$ cat src/rtl/simprisc_rtl_pkg.sv
`default_nettype none
// ============================================================================
// Module  : simprisc_rtl_pkg
// Brief   : Shared constants and helpers for the simprisc front-end RTL.
// Revision: 1.0 - initial release
// ============================================================================
package simprisc_rtl_pkg;

    localparam int          XLEN_DEFAULT = 32;
    localparam int          ILEN         = 32;
    localparam logic [1:0]  OPC_LOW_32   = 2'b11;
    localparam int          PC_STEP      = 4;

    // Low opcode bits 2'b11 mark a full 32-bit encoding; anything else is compressed.
    function automatic logic is_32bit_encoding(input logic [1:0] low_bits);
        return low_bits == OPC_LOW_32;
    endfunction

endpackage
`default_nettype wire

$ cat src/rtl/simprisc_sync_fifo.sv
`default_nettype none
// ============================================================================
// Module  : simprisc_sync_fifo
// Brief   : Single-clock first-word-fall-through FIFO with synchronous clear.
// Revision: 1.0 - initial release
// ============================================================================
module simprisc_sync_fifo #(
    parameter int WIDTH = 64,
    parameter int DEPTH = 8
) (
    input  logic                     clk,
    input  logic                     rst_n,
    input  logic                     clear,
    input  logic                     wr_en,
    input  logic [WIDTH-1:0]         wr_data,
    input  logic                     rd_en,
    output logic [WIDTH-1:0]         rd_data,
    output logic                     full,
    output logic                     empty,
    output logic [$clog2(DEPTH):0]   count
);

    localparam int               c_aw      = $clog2(DEPTH);
    localparam int               c_cw      = c_aw + 1;
    localparam logic [c_cw-1:0]  c_depth   = c_cw'(DEPTH);
    localparam logic [c_cw-1:0]  c_cnt_one = c_cw'(1);
    localparam logic [c_aw-1:0]  c_ptr_one = c_aw'(1);

    logic [WIDTH-1:0] r_mem [DEPTH];
    logic [c_aw-1:0]  r_wr_ptr;
    logic [c_aw-1:0]  r_rd_ptr;
    logic [c_cw-1:0]  r_count;
    logic             w_push;
    logic             w_pop;

    assign full    = (r_count == c_depth);
    assign empty   = (r_count == '0);
    assign count   = r_count;
    assign rd_data = r_mem[r_rd_ptr];

    // Clear dominates: neither a push nor a pop lands on a clearing edge.
    assign w_push = wr_en && !full  && !clear;
    assign w_pop  = rd_en && !empty && !clear;

    always_ff @(posedge clk or negedge rst_n) begin
        if (!rst_n) begin
            r_wr_ptr <= '0;
            r_rd_ptr <= '0;
            r_count  <= '0;
        end else if (clear) begin
            r_wr_ptr <= '0;
            r_rd_ptr <= '0;
            r_count  <= '0;
        end else begin
            if (w_push) r_wr_ptr <= r_wr_ptr + c_ptr_one;
            if (w_pop)  r_rd_ptr <= r_rd_ptr + c_ptr_one;
            case ({w_push, w_pop})
                2'b10:   r_count <= r_count + c_cnt_one;
                2'b01:   r_count <= r_count - c_cnt_one;
                default: r_count <= r_count;
            endcase
        end
    end

    always_ff @(posedge clk) begin
        if (w_push) r_mem[r_wr_ptr] <= wr_data;
    end

endmodule
`default_nettype wire

$ cat src/rtl/ifetch_buffer.sv
`default_nettype none
// ============================================================================
// Module  : ifetch_buffer
// Brief   : Instruction fetch buffer: legality filter, PC tagging, FWFT queue.
// Revision: 1.0 - initial release
// ============================================================================
module ifetch_buffer
    import simprisc_rtl_pkg::*;
#(
    parameter int              DEPTH    = 8,
    parameter int              XLEN     = XLEN_DEFAULT,
    parameter logic [XLEN-1:0] RESET_PC = '0
) (
    input  logic                     clk,
    input  logic                     rst_n,
    input  logic                     in_valid,
    output logic                     in_ready,
    input  logic [XLEN-1:0]          in_instr,
    output logic                     out_valid,
    input  logic                     out_ready,
    output logic [XLEN-1:0]          out_instr,
    output logic [XLEN-1:0]          out_pc,
    input  logic                     flush,
    input  logic [XLEN-1:0]          flush_pc,
    output logic [$clog2(DEPTH):0]   count,
    output logic                     illegal_err
);

    localparam logic [XLEN-1:0] c_pc_step = XLEN'(PC_STEP);

    logic [XLEN-1:0]   r_next_pc;
    logic              r_illegal_err;
    logic              w_full;
    logic              w_empty;
    logic              w_push;
    logic              w_legal;
    logic              w_store;
    logic              w_pop;
    logic [2*XLEN-1:0] w_rd_data;

    assign in_ready    = !w_full && !flush;
    assign out_valid   = !w_empty && !flush;
    assign w_push      = in_valid && in_ready;
    assign w_pop       = out_valid && out_ready;
    assign w_legal     = is_32bit_encoding(in_instr[1:0]);
    assign w_store     = w_push && w_legal;
    assign out_instr   = w_rd_data[XLEN-1:0];
    assign out_pc      = w_rd_data[2*XLEN-1:XLEN];
    assign illegal_err = r_illegal_err;

    // A push is impossible during flush, so dropped words there never raise the error.
    always_ff @(posedge clk or negedge rst_n) begin
        if (!rst_n) begin
            r_next_pc     <= RESET_PC;
            r_illegal_err <= 1'b0;
        end else begin
            r_illegal_err <= w_push && !w_legal;
            if (flush) begin
                r_next_pc <= {flush_pc[XLEN-1:2], 2'b00};
            end else if (w_store) begin
                r_next_pc <= r_next_pc + c_pc_step;
            end
        end
    end

    simprisc_sync_fifo #(
        .WIDTH (2*XLEN),
        .DEPTH (DEPTH)
    ) u_fifo (
        .clk     (clk),
        .rst_n   (rst_n),
        .clear   (flush),
        .wr_en   (w_store),
        .wr_data ({r_next_pc, in_instr}),
        .rd_en   (w_pop),
        .rd_data (w_rd_data),
        .full    (w_full),
        .empty   (w_empty),
        .count   (count)
    );

endmodule
`default_nettype wire

$ cat config.mk
export PLATFORM = sky130hd
export DESIGN_NAME = ifetch_buffer
export DESIGN_NICKNAME = d
export VERILOG_FILES = /design/src/rtl/simprisc_rtl_pkg.sv /design/src/rtl/simprisc_sync_fifo.sv /design/src/rtl/ifetch_buffer.sv
export SDC_FILE = /design/constraint.sdc
export NUM_CORES = 1
export LEC_CHECK = 0
export BUFFER_PORTS_ARGS = -buffer_cell sky130_fd_sc_hd__buf_2
export CORE_MARGIN = 3
export CORE_UTILIZATION = 65
export DETAILED_ROUTE_END_ITERATION = 7
export PLACE_DENSITY = 0.93
export SYNTH_ARGS = -nofsm -noshare
export SYNTH_HDL_FRONTEND = slang
export SYNTH_SLANG_ARGS = --single-unit
$ cat constraint.sdc
create_clock -name clk -period 19.5 [get_ports clk]
set_input_delay 4.875 -clock clk [delete_from_list [all_inputs] [get_ports clk]]
set_output_delay 4.875 -clock clk [all_outputs]
set_load 0.02 [all_outputs]
# Word level (Yosys, flattened, before mapping)
# Memory sizes are Yosys's and may differ from the RTL's.
# Cells that the tools add are included.
totals:
  reg_bits: 43
  latchBits: 0
  ramBits: 512
  romBits: 0
  output_inout_bits: 71
  wordCells: 44
  memories: 1
mem_list:
  columns: ["name", "depth", "width", "rd", "rd_ports_with_merged_regs", "wr", "line", "rtl"]
  rows:
  - ["u_fifo.r_mem", 8, 64, 1, 0, 1, "simprisc_sync_fifo.sv:29", "logic [WIDTH-1:0] r_mem [DEPTH];"]
classes:
  addsub: 5
  n_mul: 0
  div: 0
  n_lt_le_gt_ge: 0
  eq_ne: 4
  shifts: 0
  muxes: 10
  bitwise_logic: 0
  reduce_logical: 19
ops:
  columns: ["operator", "count"]
  rows:
  - ["$mux 32", 2]
  - ["$add 32x3->32 const B", 1]
  - ["$mux 3", 4]
  - ["$logic_and 1x1->1", 10]
  - ["$pmux 4 s2", 1]
  - ["$add 3x1->3 const B", 2]
  - ["$reduce_bool 2->1", 3]
  - ["$add 4x1->4 const B", 1]
  - ["$eq 2x2->1 const B", 2]
  - ["$eq 4x4->1 const B", 1]
  - ["$logic_not 1->1", 4]
  - ["$logic_not 4->1", 1]
  - ["$mux 4", 1]
  - ["$sub 4x1->4 const B", 1]
  - ["$reduce_bool 3->1", 1]
  - ["$eq 2x1->1 const B", 1]
  - ["$mux 1", 2]

# Logic depth before layout (Yosys ltp)
logic_depth:
  depth_word: 10
  ltp_mapped: 10

# By module
# Synthesis repeated with hierarchy kept, for this count alone.
unflattened:
  hier_cells: 1024
  hier_area_um2: 21645.8
modules_own_cells:
  columns: ["mod", "instances", "cells_each", "area_each_um2", "seq_area_each_um2"]
  rows:
  - ["simprisc_sync_fifo", 1, 816, 19851.5, 15625.0]
  - ["ifetch_buffer", 1, 208, 1794.2, 775.7]

# Worst setup path before layout
# Ideal clock, no wire load.
synth_path:
  kind: "input to register"
  startpoint: "in in_instr[0]"
  endpoint: "mem u_fifo.r_mem[4][0], enable pin"
  setup_time_ns: 0.657
  arrival_time_ns: 12.226
  path_slack_ns: 6.617
  path_stages: 5
  path_cell_list: "nand2_1 -> or4b_1 -> clkbuf_1 -> clkbuf_1 -> nor4b_1"
synth_via:
  elab_chain_len: 6
synth_rtl:
  columns: ["item", "line", "rtl"]
  rows:
  - ["start, declared", "ifetch_buffer.sv:18", "input logic [XLEN-1:0] in_instr,"]
  - ["$eq 2x2->1", "simprisc_rtl_pkg.sv:16", "return low_bits == OPC_LOW_32;"]
  - ["$logic_and 1x1->1", "ifetch_buffer.sv:46", "assign w_store = w_push && w_legal;"]
  - ["$logic_and 1x1->1 (2 in a row)", "simprisc_sync_fifo.sv:42", "assign w_push = wr_en && !full && !clear;"]
  - ["$mux 1", "simprisc_sync_fifo.sv:66", "if (w_push) r_mem[r_wr_ptr] <= wr_data;"]
  - ["$mux 1 (implied by the code)", "simprisc_sync_fifo.sv:66", null]
  - ["end, declared", "simprisc_sync_fifo.sv:29", null]
# Every way passes these cells.

# Final worst setup path
layout_path:
  startpoint: "in flush"
  endpoint: "out out_valid"
layout_via:
  elab_chain_len: 2
layout_rtl:
  columns: ["item", "line", "rtl"]
  rows:
  - ["start, declared", "ifetch_buffer.sv:23", "input logic flush,"]
  - ["$logic_not 1->1", "ifetch_buffer.sv:42", "assign out_valid = !w_empty && !flush;"]
  - ["$logic_and 1x1->1", "ifetch_buffer.sv:42", null]
  - ["end, declared", "ifetch_buffer.sv:19", "output logic out_valid,"]
# Every way passes these cells.

==> results.md <==
- Initial Util: 66.3%
- Period minus WS final: 10.67 ns
- Crit path buf inv count: 2
- Vias in the first global route: 11100
- Yosys top cell area share: 70.9%
- Hold_sp: u_fifo.count[3]
- Die X: 186 um
- Cell count after synthesis: 995
- Met2 Use GR: 41.9%
- Top Family by Delay on Critical Path: buffers and inverters
- Slowest stage cell, crit path: buf_2
- CP endpoint kind: output port
- Vias post-DR: 10700
- Nets: 1222
- Area grow syn2layout: 13.1%
- Crit path largest cell delay: 0.57 ns
- Synth area leaders: edfxtp_1, mux4_2, dfrtp_1
- Die ar.: 34500 um^2
- Reg clk slew, reported paths: 0.06 ns
- Most common cell on crit path: buf_2
- Post-Synthesis Cell Area: 21000 um^2
- Vias per Instance: 6.74
- GR Util met3: 4.85%
- Post-synth EDFFs: 496
- Hold Path Sink: u_fifo.count[3]
- Worst R2R Path Depth: 6
- Layout cells sized above 1: 36.1%
- Yosys warning count: 0
- Total grt overflow: 0
- Core Box Area: 31700 um^2
- Layout Utilization: 74.9%
- Clk_skew: 0.0125 ns
- Hold Crit Depth: 1
- Peak supply drop: 70.2 uV
- Gr usage total: 25.4%
- CTS sink count: 537
- RR Startpoint: u_fifo.count[0]
- Die Ht: 186 um
- Row Count: 65
- F_max: 0.0937 GHz
- Clk root buf: clkbuf_16
- Count leader, synth: edfxtp_1
- Worst Tran Pin Value: 1.25 ns
- ANT nets after route: 0
- H-tree level count: 2
- CTS buffer count: 51
- Area leader, netlist: edfxtp_1
- HPWL after DPL: 22600 um
- Synth top cells by count: edfxtp_1, mux4_2, mux2_2
- Unrepaired setup endpoints after global routing: no
- Post-CTS Setup Inserts: 0
- Maximum Capacitance Violations: 0
- Final hold vios: 0
- Hold_buf cts: 0
- Ys async rst share: 7.64%
- Mean cell area of the mapped netlist: 21.1 um^2
- Static leakage: 7.76 nW
- Initial drt markers: 1174
- Status: completed
- Reg2reg end: u_fifo.r_mem[3][60]
- Hold_ws: 0.629 ns
- Final WL: 43000 um
- Largest net degree at the start of global routing: 70
- Crit path kind: input port to output port
- Register area share after synthesis: 75.7%
- Synth unique cells: 50
- Initial antenna violation count: 2
- # fillers: 1683
- Crit path DAT: 5.79 ns
- Area of the multi-input gates: 4920 um^2
- Register area: 15900 um^2
- Rel. slew slack: 16.4%
- Count of final setup violators: 0
- Hold Path Class: register to register
- Cts repair resizes: 0
- IO Pins: 140
- Pins over their slew limit: 0
- Crit start category: input port
- CP Max Fanout: 40
- CP Data Required Time: 14.62 ns
- # DRC: 0
- Seq cells post-synth: 537
- Wire per inst: 27.0 um
- Clock Latency Late Sink: 0.55 ns
- Synth Flop Type: edfxtp_1
- RePlAce Congestion: 0.828
- CTS Buffer Depth: 3
- First-pass GRT wire length: 65400 um
- 1st-pass router iterations: 5
- Met1 usage: 35.7%
- Final worst-path cycle share: 54.7%
- Worst path cell trace: buf_2 -> nor2_1 -> buf_2
- Layer carrying the most global-route usage: met2
- Setup TNS Final: 0 ns
- IO Port Bufs: 135
- CTS tree: done
- Reg2Reg Setup Slack: 15.96 ns
- P per Cell Area: 117 nW/um^2
[worst register-to-register path, cell delays in order (launching register included)]
cell	delay (ns)
dfrtp_1	0.52
nor4b_4	0.12
nor4b_4	0.25
buf_4	0.34
nand2_1	0.28
nor3b_2	0.71
buf_4	0.84
[through the flow]
step | instance area, um^2 | power (mW) | instances | setup slack, ns
CTS | 23800 | 2.81 | 1591 | 8.88
finish | 23800 | 2.79 | 1592 | 8.83
global route | 23800 | 2.89 | 1592 | 8.78
floorplan | 21000 | 1.73 | 996 | 6.62
global placement | 22200 | 1.85 | 1496 | 8.89
detailed placement | 22200 | 1.87 | 1496 | 8.88
[cell usage in the layout, fill, tap and decap left out, types with 9 or more instances in the layout]
master	Yosys	final
buf_2	13	135
buf_4	2	15
clkbuf_1	31	14
clkbuf_16	0	53
clkinv_1	0	9
clkinv_2	0	13
dfrtp_1	41	38
edfxtp_1	496	496
mux2_2	65	65
mux4_2	124	124
nand2_1	41	41
nand3_1	30	30
nand4_1	11	11
nor2_1	20	19
o211ai_1	12	12
o21ai_0	18	18
o311ai_0	9	9
[cell type report]
type / instances / share of cell area, %
Sequential cell: 537 / 67.0
Multi-Input combinational cell: 404 / 20.7
Clock buffer: 67 / 5.80
Timing Repair Buffer: 150 / 3.32
Tap cell: 402 / 2.12
Clock inverter: 28 / 0.995
Inverter: 3 / 0.0474
Antenna cell: 1 / 0.0105
[routing by layer]
metal  wire length (um)  part of all wire (%)
met1              16600                    39
met2              21500                    50
met3               3770                   8.8
met4               1140                   2.7
met5                  0                     0
[sequential cells by signal, summed over array words and instances (netlist names)]
signal / flops
u_fifo.r_mem: 496
r_next_pc: 30
u_fifo.r_rd_ptr: 3
u_fifo.r_wr_ptr: 3
illegal_err: 1
u_fifo.count: 4
[logic make-up (layout without fill, tap and decap cells)]
family          after synthesis  after routing  synth area share (%)
other cells                   1              3                0.0178
xor+xnor                      7              7                 0.292
flops                       537            537                  75.7
buf+inv                      55            248                  1.10
simple gates                138            138                  3.62
mux                         190            190                  16.8
fa+ha+maj                     6              6                 0.393
compound gates               61             61                  2.02
[worst max path at each step]
stage                start                 end  slack, ns  cells after the start
2_1_floorplan  in_instr[0]  u_fifo.r_mem[4][0]       6.62                      5
3_3_place_gp         flush           out_valid       8.89                      3
3_5_place_dp         flush           out_valid       8.88                      3
4_1_cts              flush           out_valid       8.88                      3
5_1_grt              flush            in_ready       8.78                      3
6_report             flush           out_valid       8.83                      3
[report_power, final]
part / internal (mW) / switching, mW
Clock: 0.551 / 0.397
Combinational: 0.254 / 0.230
Sequential: 1.28 / 0.0722
Total: 2.09 / 0.699
(Power assumes the default switching activity.)
